## src/rtl/prog_counter_pkg.sv

```systemverilog
// Shared types for the programmable counter: counting modes and one-shot run states.
package prog_counter_pkg;

    typedef enum logic [1:0] {
        MODE_WRAP    = 2'd0,
        MODE_SAT     = 2'd1,
        MODE_ONESHOT = 2'd2,
        MODE_RSVD    = 2'd3
    } mode_e;

    typedef enum logic [1:0] {
        OS_IDLE    = 2'd0,
        OS_RUN     = 2'd1,
        OS_EXPIRED = 2'd2
    } os_state_e;

endpackage

```

## src/rtl/step_prescaler.sv

```systemverilog
// Rate divider: raises step on every (prescale+1)-th enabled cycle; any gap in enable restarts the count.
module step_prescaler #(
    parameter int PRE_W = 4
) (
    input  logic             clk,
    input  logic             rst,
    input  logic             enable,
    input  logic             clear,
    input  logic [PRE_W-1:0] prescale,
    output logic             step
);

    logic [PRE_W-1:0] pre_cnt_r;

    assign step = enable && (pre_cnt_r == prescale);

    // Enabled-cycle counter, restarted on clear, idle enable or an issued step.
    always_ff @(posedge clk) begin
        if (rst) begin
            pre_cnt_r <= '0;
        end else if (clear || !enable || step) begin
            pre_cnt_r <= '0;
        end else begin
            pre_cnt_r <= pre_cnt_r + {{(PRE_W-1){1'b0}}, 1'b1};
        end
    end

endmodule

```

## src/rtl/prog_counter.sv

```systemverilog
// Bounded up/down counter with prescaler and WRAP / SAT / ONESHOT modes.
module prog_counter
    import prog_counter_pkg::*;
#(
    parameter int WIDTH = 8,
    parameter int PRE_W = 4
) (
    input  logic             clk,
    input  logic             rst,
    input  logic             enable,
    input  logic             load,
    input  logic [WIDTH-1:0] load_value,
    input  logic             direction,
    input  logic [1:0]       mode,
    input  logic [WIDTH-1:0] min_value,
    input  logic [WIDTH-1:0] max_value,
    input  logic [PRE_W-1:0] prescale,
    input  logic             start,
    output logic [WIDTH-1:0] counter,
    output logic             tc,
    output logic             done,
    output logic             busy
);

    localparam logic [WIDTH-1:0] CNT_ONE = {{(WIDTH-1){1'b0}}, 1'b1};

    mode_e            mode_s;
    mode_e            mode_prev_r;
    os_state_e        state_r;
    os_state_e        state_nxt_s;
    logic             mode_chg_s;
    logic             start_acc_s;
    logic             step_s;
    logic             at_bound_s;
    logic [WIDTH-1:0] far_s;
    logic [WIDTH-1:0] near_s;
    logic [WIDTH-1:0] step_val_s;
    logic [WIDTH-1:0] cnt_nxt_s;
    logic             tc_nxt_s;
    logic             busy_nxt_s;

    assign mode_s      = mode_e'(mode);
    assign mode_chg_s  = (mode_s != mode_prev_r);
    assign start_acc_s = start && (mode_s == MODE_ONESHOT) && !mode_chg_s;

    // Out-of-range counts compare as already sitting on the bound.
    assign at_bound_s = direction ? (counter >= max_value) : (counter <= min_value);
    assign done       = at_bound_s;
    assign far_s      = direction ? max_value : min_value;
    assign near_s     = direction ? min_value : max_value;
    assign step_val_s = direction ? (counter + CNT_ONE) : (counter - CNT_ONE);

    step_prescaler #(.PRE_W(PRE_W)) u_prescaler (
        .clk      (clk),
        .rst      (rst),
        .enable   (enable),
        .clear    (load || start_acc_s),
        .prescale (prescale),
        .step     (step_s)
    );

    // Next count, terminal pulse and one-shot state; load beats start beats step.
    always_comb begin
        cnt_nxt_s   = counter;
        tc_nxt_s    = 1'b0;
        state_nxt_s = state_r;
        busy_nxt_s  = busy;
        if (load) begin
            cnt_nxt_s   = load_value;
            state_nxt_s = OS_IDLE;
            busy_nxt_s  = 1'b0;
        end else if (mode_s == MODE_ONESHOT) begin
            if (mode_chg_s) begin
                state_nxt_s = OS_IDLE;
                busy_nxt_s  = 1'b0;
            end else if (start) begin
                cnt_nxt_s   = near_s;
                state_nxt_s = OS_RUN;
                busy_nxt_s  = 1'b1;
            end else if (step_s && (state_r == OS_RUN)) begin
                if (at_bound_s || (step_val_s == far_s)) begin
                    cnt_nxt_s   = at_bound_s ? counter : step_val_s;
                    state_nxt_s = OS_EXPIRED;
                    tc_nxt_s    = 1'b1;
                    busy_nxt_s  = 1'b0;
                end else begin
                    cnt_nxt_s = step_val_s;
                end
            end else begin
                cnt_nxt_s = counter;
            end
        end else begin
            state_nxt_s = OS_IDLE;
            busy_nxt_s  = 1'b0;
            if (step_s) begin
                if (at_bound_s) begin
                    tc_nxt_s  = 1'b1;
                    cnt_nxt_s = (mode_s == MODE_WRAP) ? near_s : counter;
                end else begin
                    cnt_nxt_s = step_val_s;
                end
            end else begin
                cnt_nxt_s = counter;
            end
        end
    end

    // Output and state registers.
    always_ff @(posedge clk) begin
        if (rst) begin
            counter     <= '0;
            tc          <= 1'b0;
            busy        <= 1'b0;
            state_r     <= OS_IDLE;
            mode_prev_r <= mode_s;
        end else begin
            counter     <= cnt_nxt_s;
            tc          <= tc_nxt_s;
            busy        <= busy_nxt_s;
            state_r     <= state_nxt_s;
            mode_prev_r <= mode_s;
        end
    end

endmodule

```

## config.mk

```make
export PLATFORM = sky130hd
export DESIGN_NAME = prog_counter
export DESIGN_NICKNAME = d
export VERILOG_FILES = /design/src/rtl/prog_counter_pkg.sv /design/src/rtl/step_prescaler.sv /design/src/rtl/prog_counter.sv
export SDC_FILE = /design/constraint.sdc
export NUM_CORES = 1
export LEC_CHECK = 0
export BUFFER_PORTS_ARGS = -buffer_cell sky130_fd_sc_hd__buf_2
export CELL_PAD_IN_SITES_DETAIL_PLACEMENT = 1
export CELL_PAD_IN_SITES_GLOBAL_PLACEMENT = 2
export CORE_ASPECT_RATIO = 1.2
export CORE_MARGIN = 2
export CORE_UTILIZATION = 31
export DETAILED_ROUTE_END_ITERATION = 10
export PLACE_DENSITY_LB_ADDON = 0.1
export SYNTH_ARGS = -nofsm -noshare
export SYNTH_HDL_FRONTEND = slang
export SYNTH_SLANG_ARGS = --single-unit
```

## constraint.sdc

```tcl
create_clock -name clk -period 2.49 [get_ports clk]
set_input_delay 0.249 -clock clk [delete_from_list [all_inputs] [get_ports clk]]
set_output_delay 0.249 -clock clk [all_outputs]
set_load 0.05 [all_outputs]
```

[Word-level counts from Yosys, hierarchy flattened]
Index checks and enable logic that the tools add are counted.
Storage, ports and cells
  output and inout port bits: 11
  bits in latches: 0
  bits of input ports: 36
  bits in read-only memories: 0
  memory bits (writable): 0
  register bits: 18
  memories kept: 0
Operators by class
  reductions and logical operators: 21
  multipliers: 0
  shift operators: 0
  bitwise gates (word level): 1
  order comparisons: 2
  divide/modulo/power cells: 0
  eq/ne operators: 9
  add/subtract/negate cells: 3
  mux-type cells: 27
Operator list (number)
  $mux W8: 13
  $mux W1: 14
  $add A8 B1 Y8 const B: 1
  $eq A8 B8 Y1: 1
  $ge A8 B8 Y1: 1
  $le A8 B8 Y1: 1
  $sub A8 B1 Y8 const B: 1
  $ne A5 B5 Y1 const B: 1
  $reduce_and A5 Y1: 1
  $reduce_or A5 Y1: 1
  $add A4 B1 Y4 const B: 1
  $eq A4 B4 Y1: 1
  $logic_and A1 B1 Y1: 4
  $logic_or A1 B1 Y1: 4
  $ne A4 B2 Y1 const B: 1
  $ne A4 B3 Y1 const B: 1
  $reduce_and A2 Y1: 2
  $reduce_bool A2 Y1: 2
  $reduce_or A2 Y1: 2
  $reduce_or A4 Y1: 1
  $ne A3 B3 Y1 const B: 1
  $reduce_bool A3 Y1: 1
  $eq A2 B1 Y1 const B: 1
  $eq A2 B2 Y1 const B: 1
  other kinds (4): 5

[Depth between registers and ports, before layout]
  depth after elaboration: 10
  mapped depth: 10

[Cells and area by module]
A second synthesis with hierarchy kept.
Unflattened totals
  cell total of the unflattened synthesis: 228
  area total of the unflattened synthesis: 1888.1 um^2
By module, submodules not included
  prog_counter: sequential area each 260.2 um^2, instances 1, cells an instance 201, area each 1642.8 um^2
  step_prescaler: sequential area each 80.1 um^2, instances 1, cells an instance 27, area each 245.2 um^2

[Worst setup path before layout]
Ideal clock, no wire load.
  kind: reg-to-reg
  start point: reg counter[0]
  end point: reg counter[3]
  data required time: 2.374 ns
  data arrival time: 2.609 ns
  path slack: -0.235 ns
  cell stages (with the launch flop): 11
  path through: dfxtp_1 > inv_1 > ha_1 > and4_1 > or3b_1 > a21o_1 > a41oi_2 > buf_6 > mux2i_1 > o211ai_2 > o211a_1
On the way
  word-level cells in the longest chain between the ends: 10
  elaborated cells on any way between the ends: 20
  classes of those cells: add/sub: 2; order compare: 2; eq/ne: 3; mux: 11; reduce/logical: 2
RTL lines
  start: declaration: RTL line prog_counter.sv:19  | output logic [WIDTH-1:0] counter,
  start signal: assignment: RTL line prog_counter.sv:117  | counter <= cnt_nxt_s;
  $sub A8 B1 Y8 or $add A8 B1 Y8 (tied branches): RTL line prog_counter.sv:51  | assign step_val_s = direction ? (counter + CNT_ONE) : (counter - CNT_ONE);
  $mux W8: RTL line prog_counter.sv:51
  $eq A8 B8 Y1: RTL line prog_counter.sv:81  | if (at_bound_s || (step_val_s == far_s)) begin
  $logic_or A1 B1 Y1: RTL line prog_counter.sv:81
  $mux W8: RTL line prog_counter.sv:81
  $mux W8: RTL line prog_counter.sv:80  | end else if (step_s && (state_r == OS_RUN)) begin
  $mux W8: RTL line prog_counter.sv:76  | end else if (start) begin
  $mux W8: RTL line prog_counter.sv:73  | if (mode_chg_s) begin
  $mux W8: RTL line prog_counter.sv:72  | end else if (mode_s == MODE_ONESHOT) begin
  $mux W8: RTL line prog_counter.sv:68  | if (load) begin
Parallel ways exist; a longest one is shown, timed or not. The select of a mux whose other input is x is not followed.
A chain may end at the register's enable or synchronous reset.

[Worst setup path after layout]
  start point: reg counter[5]
  end point: reg counter[3]
Same word-level chain as after synthesis.

==> metrics.yaml <==
synth_edf_count: 0
clockRootBuffer: "clkbuf_8"
rsz0062_at_grt: "true"
utilization_pct: 43.1
grt_pass1_wl_um: 9560
synthAdderAreaFrac_pct: 16.4
vias_per_cell: 5.09
hold_buffers: 0
die_h_um: 89.2
ir_worst_vdd_mv: 0.189
min-delay-start: "mode[1]"
port_buffers: 46
fp.dieW_um: 75.0
hpwlAfterDp_um: 4930
synth_compound_gate_area_share_pct: 22.7
grt_max_degree: 28
dp.cells: 380
worstPathRequired_ps: 2650
hold_viol: 0
avgSynthCellArea_um2: 7.99
finalCritPeriodShare_pct: 97.8
crit_path_start: "counter[5]"
async_reset_ff_share_pct: 0
max_cap_violations: 0
nFillCells: 750
synth_xor_area_share_pct: 10.5
die_area_mm2: 0.00670
yosysWarnings: 0
tritoncts: "built"
diodes: 0
r2r_start: "counter[5]"
area.growth.synth_to_final_pct: 36.3
start_kind: "flop"
power_density_mw_per_mm2: 474
syn-cell-area_mm2: 0.00188
nNetsFinal: 364
status: "finished, final reports clean"
clock_path_buffers: 2
ant_nets: 0
p_leak_uw: 0.00124
synthFlopType: "dfxtp_1"
drv_slew: 0
muxShareOfSynthArea_pct: 5.33
synthesis.nets: 295
max_freq_mhz: 411
htreeDepth: 1
cp-end-kind: "flop"
worst_pin_slew_ps: 403
setup_viol: 0
drc: 0
ff_latch_area_um2: 352
grt_pass1_vias: 2009
mostFrequentLayoutCell: "buf_2"
coreArea_mm2: 0.00593
start_util_pct: 31.6
worstPathArrival_ps: 2600
routed_wl_um: 6030
post_drt_wl_per_cell_um: 15.7
clk_pin_slew_worst_paths_ps: 80
synth-simple-area-share_pct: 19.1
dr.pass1.iters: 4
multi_input_area_mm2: 0.00151
skew_ps: 1.05
fin_cells: 385
num_rows: 31
cp_max_fo: 7
synth_top_family_by_area: "compound AO/OA/AOI/OAI gates"
synthCells: 235
drive_above_1_share_pct: 36.3
grt_usage_pct: 19.1
layout_common_cells: "45 x buf_2, 27 x inv_1, 23 x nand2_1"
path_class: "reg2reg"
overflow: 0
synth-seq-cells: 17
holdCritPathClass: "in2reg"
vias: 1960
drt_iter0_markers: 37
ys_types: 46
ys_seq_area_share_pct: 18.1
clock-sinks: 17
num_io_pins: 47
worstSkewPairLatency_ps: 260
place.gp.congestion: 0.859
max_slew_margin_pct: 73.1
min_period_ps: 2430
antenna_found_initial: 0
numCtsBuffers: 3
report_power, final:
part / switching (uW) / internal [uW]
logic: 361 / 307
clock network: 118 / 114
registers: 19.2 / 292
total: 498 / 713
stage by stage:
stage	hold WS, ps	setup TNS, ps	setup WS [ps]	cell area [um2]	total power (uW)
floorplan	277	0	26.4	1890	711
CTS	106	0	4.13	2430	1160
global placement	382	-209	-41.5	2360	913
global route	112	-131	-32.4	2560	1300
finish	108	0	55.5	2560	1210
detailed placement	381	-403	-86.8	2360	916
state kept, by name (all words and copies together) (netlist names):
signal                 flops
u_prescaler.pre_cnt_r      4
state_r                    2
tc                         1
counter                    8
mode_prev_r                2
synthesized netlist by cell type (2+ instances only):
master     instances  area, um2
inv_1             28        105
ha_1              23        288
nand2_1           23       86.3
dfxtp_1           17        340
nor2_1            13       48.8
a21oi_1           11       55.1
mux2i_1           10        100
nand3_1            9       45.0
xnor2_1            9       78.8
xor2_1             9       78.8
o21ai_0            8       40.0
nor2b_1            5       31.3
o211ai_1           5       37.5
a31oi_1            4       25.0
nand4_1            4       25.0
nor3_1             4       20.0
or3_1              4       25.0
and4_1             3       26.3
o2111ai_1          3       26.3
o211a_1            3       30.0
o211ai_2           3       37.5
o21a_1             3       22.5
o21ai_1            3       15.0
o311a_1            3       30.0
a2111oi_0          2       17.5
a21o_1             2       15.0
buf_6              2       22.5
clkbuf_1           2       7.51
nand2b_1           2       12.5
o31ai_1            2       15.0
critical path, cell delays in order, from the launching register on:
cell,delay [ps]
dfxtp_2,350
buf_6,120
ha_4,250
and4_1,190
or3b_1,360
a21o_1,200
a41oi_2,230
buf_6,170
mux2i_2,230
o211ai_2,100
o211a_1,120
layer usage:
layer,up-vias,global-route usage (%),part of all wire [%]
met4,0,6.49,2.1
met2,33,33.6,51
met3,8,1.80,3.0
met5,-,0,0
met1,938,24.1,44
li1,981,-,-
worst paths after layout:
check | cells after the start | slack [ps] | end
hold / removal | 1 | 110 | mode_prev_r[1]
hold reg to reg | 1 | 490 | u_prescaler.pre_cnt_r[0]
setup reg to reg | 10 | 60 | counter[3]
setup / recovery | 10 | 60 | counter[3]
what timing repair did:
item                       in CTS  in global routing
resized for setup               6                 25
setup buffers                   0                  1
setup endpoints to repair       8                 12
pin swaps                       0                 12
final cells by class:
type	instances	share of cell area [%]
multi-input cells	184	59.1
repair buffers	70	17.2
flip-flops and latches	17	13.7
inverters	28	4.11
well taps	82	4.01
clock buffers	4	1.76
cells by family after synthesis:
group,after synthesis
flops,17
mux,10
fa+ha+maj,24
buf+inv,34
xor+xnor,20
compound gates,58
simple gates,72
Note: power is estimated with default switching activity, not from simulation.
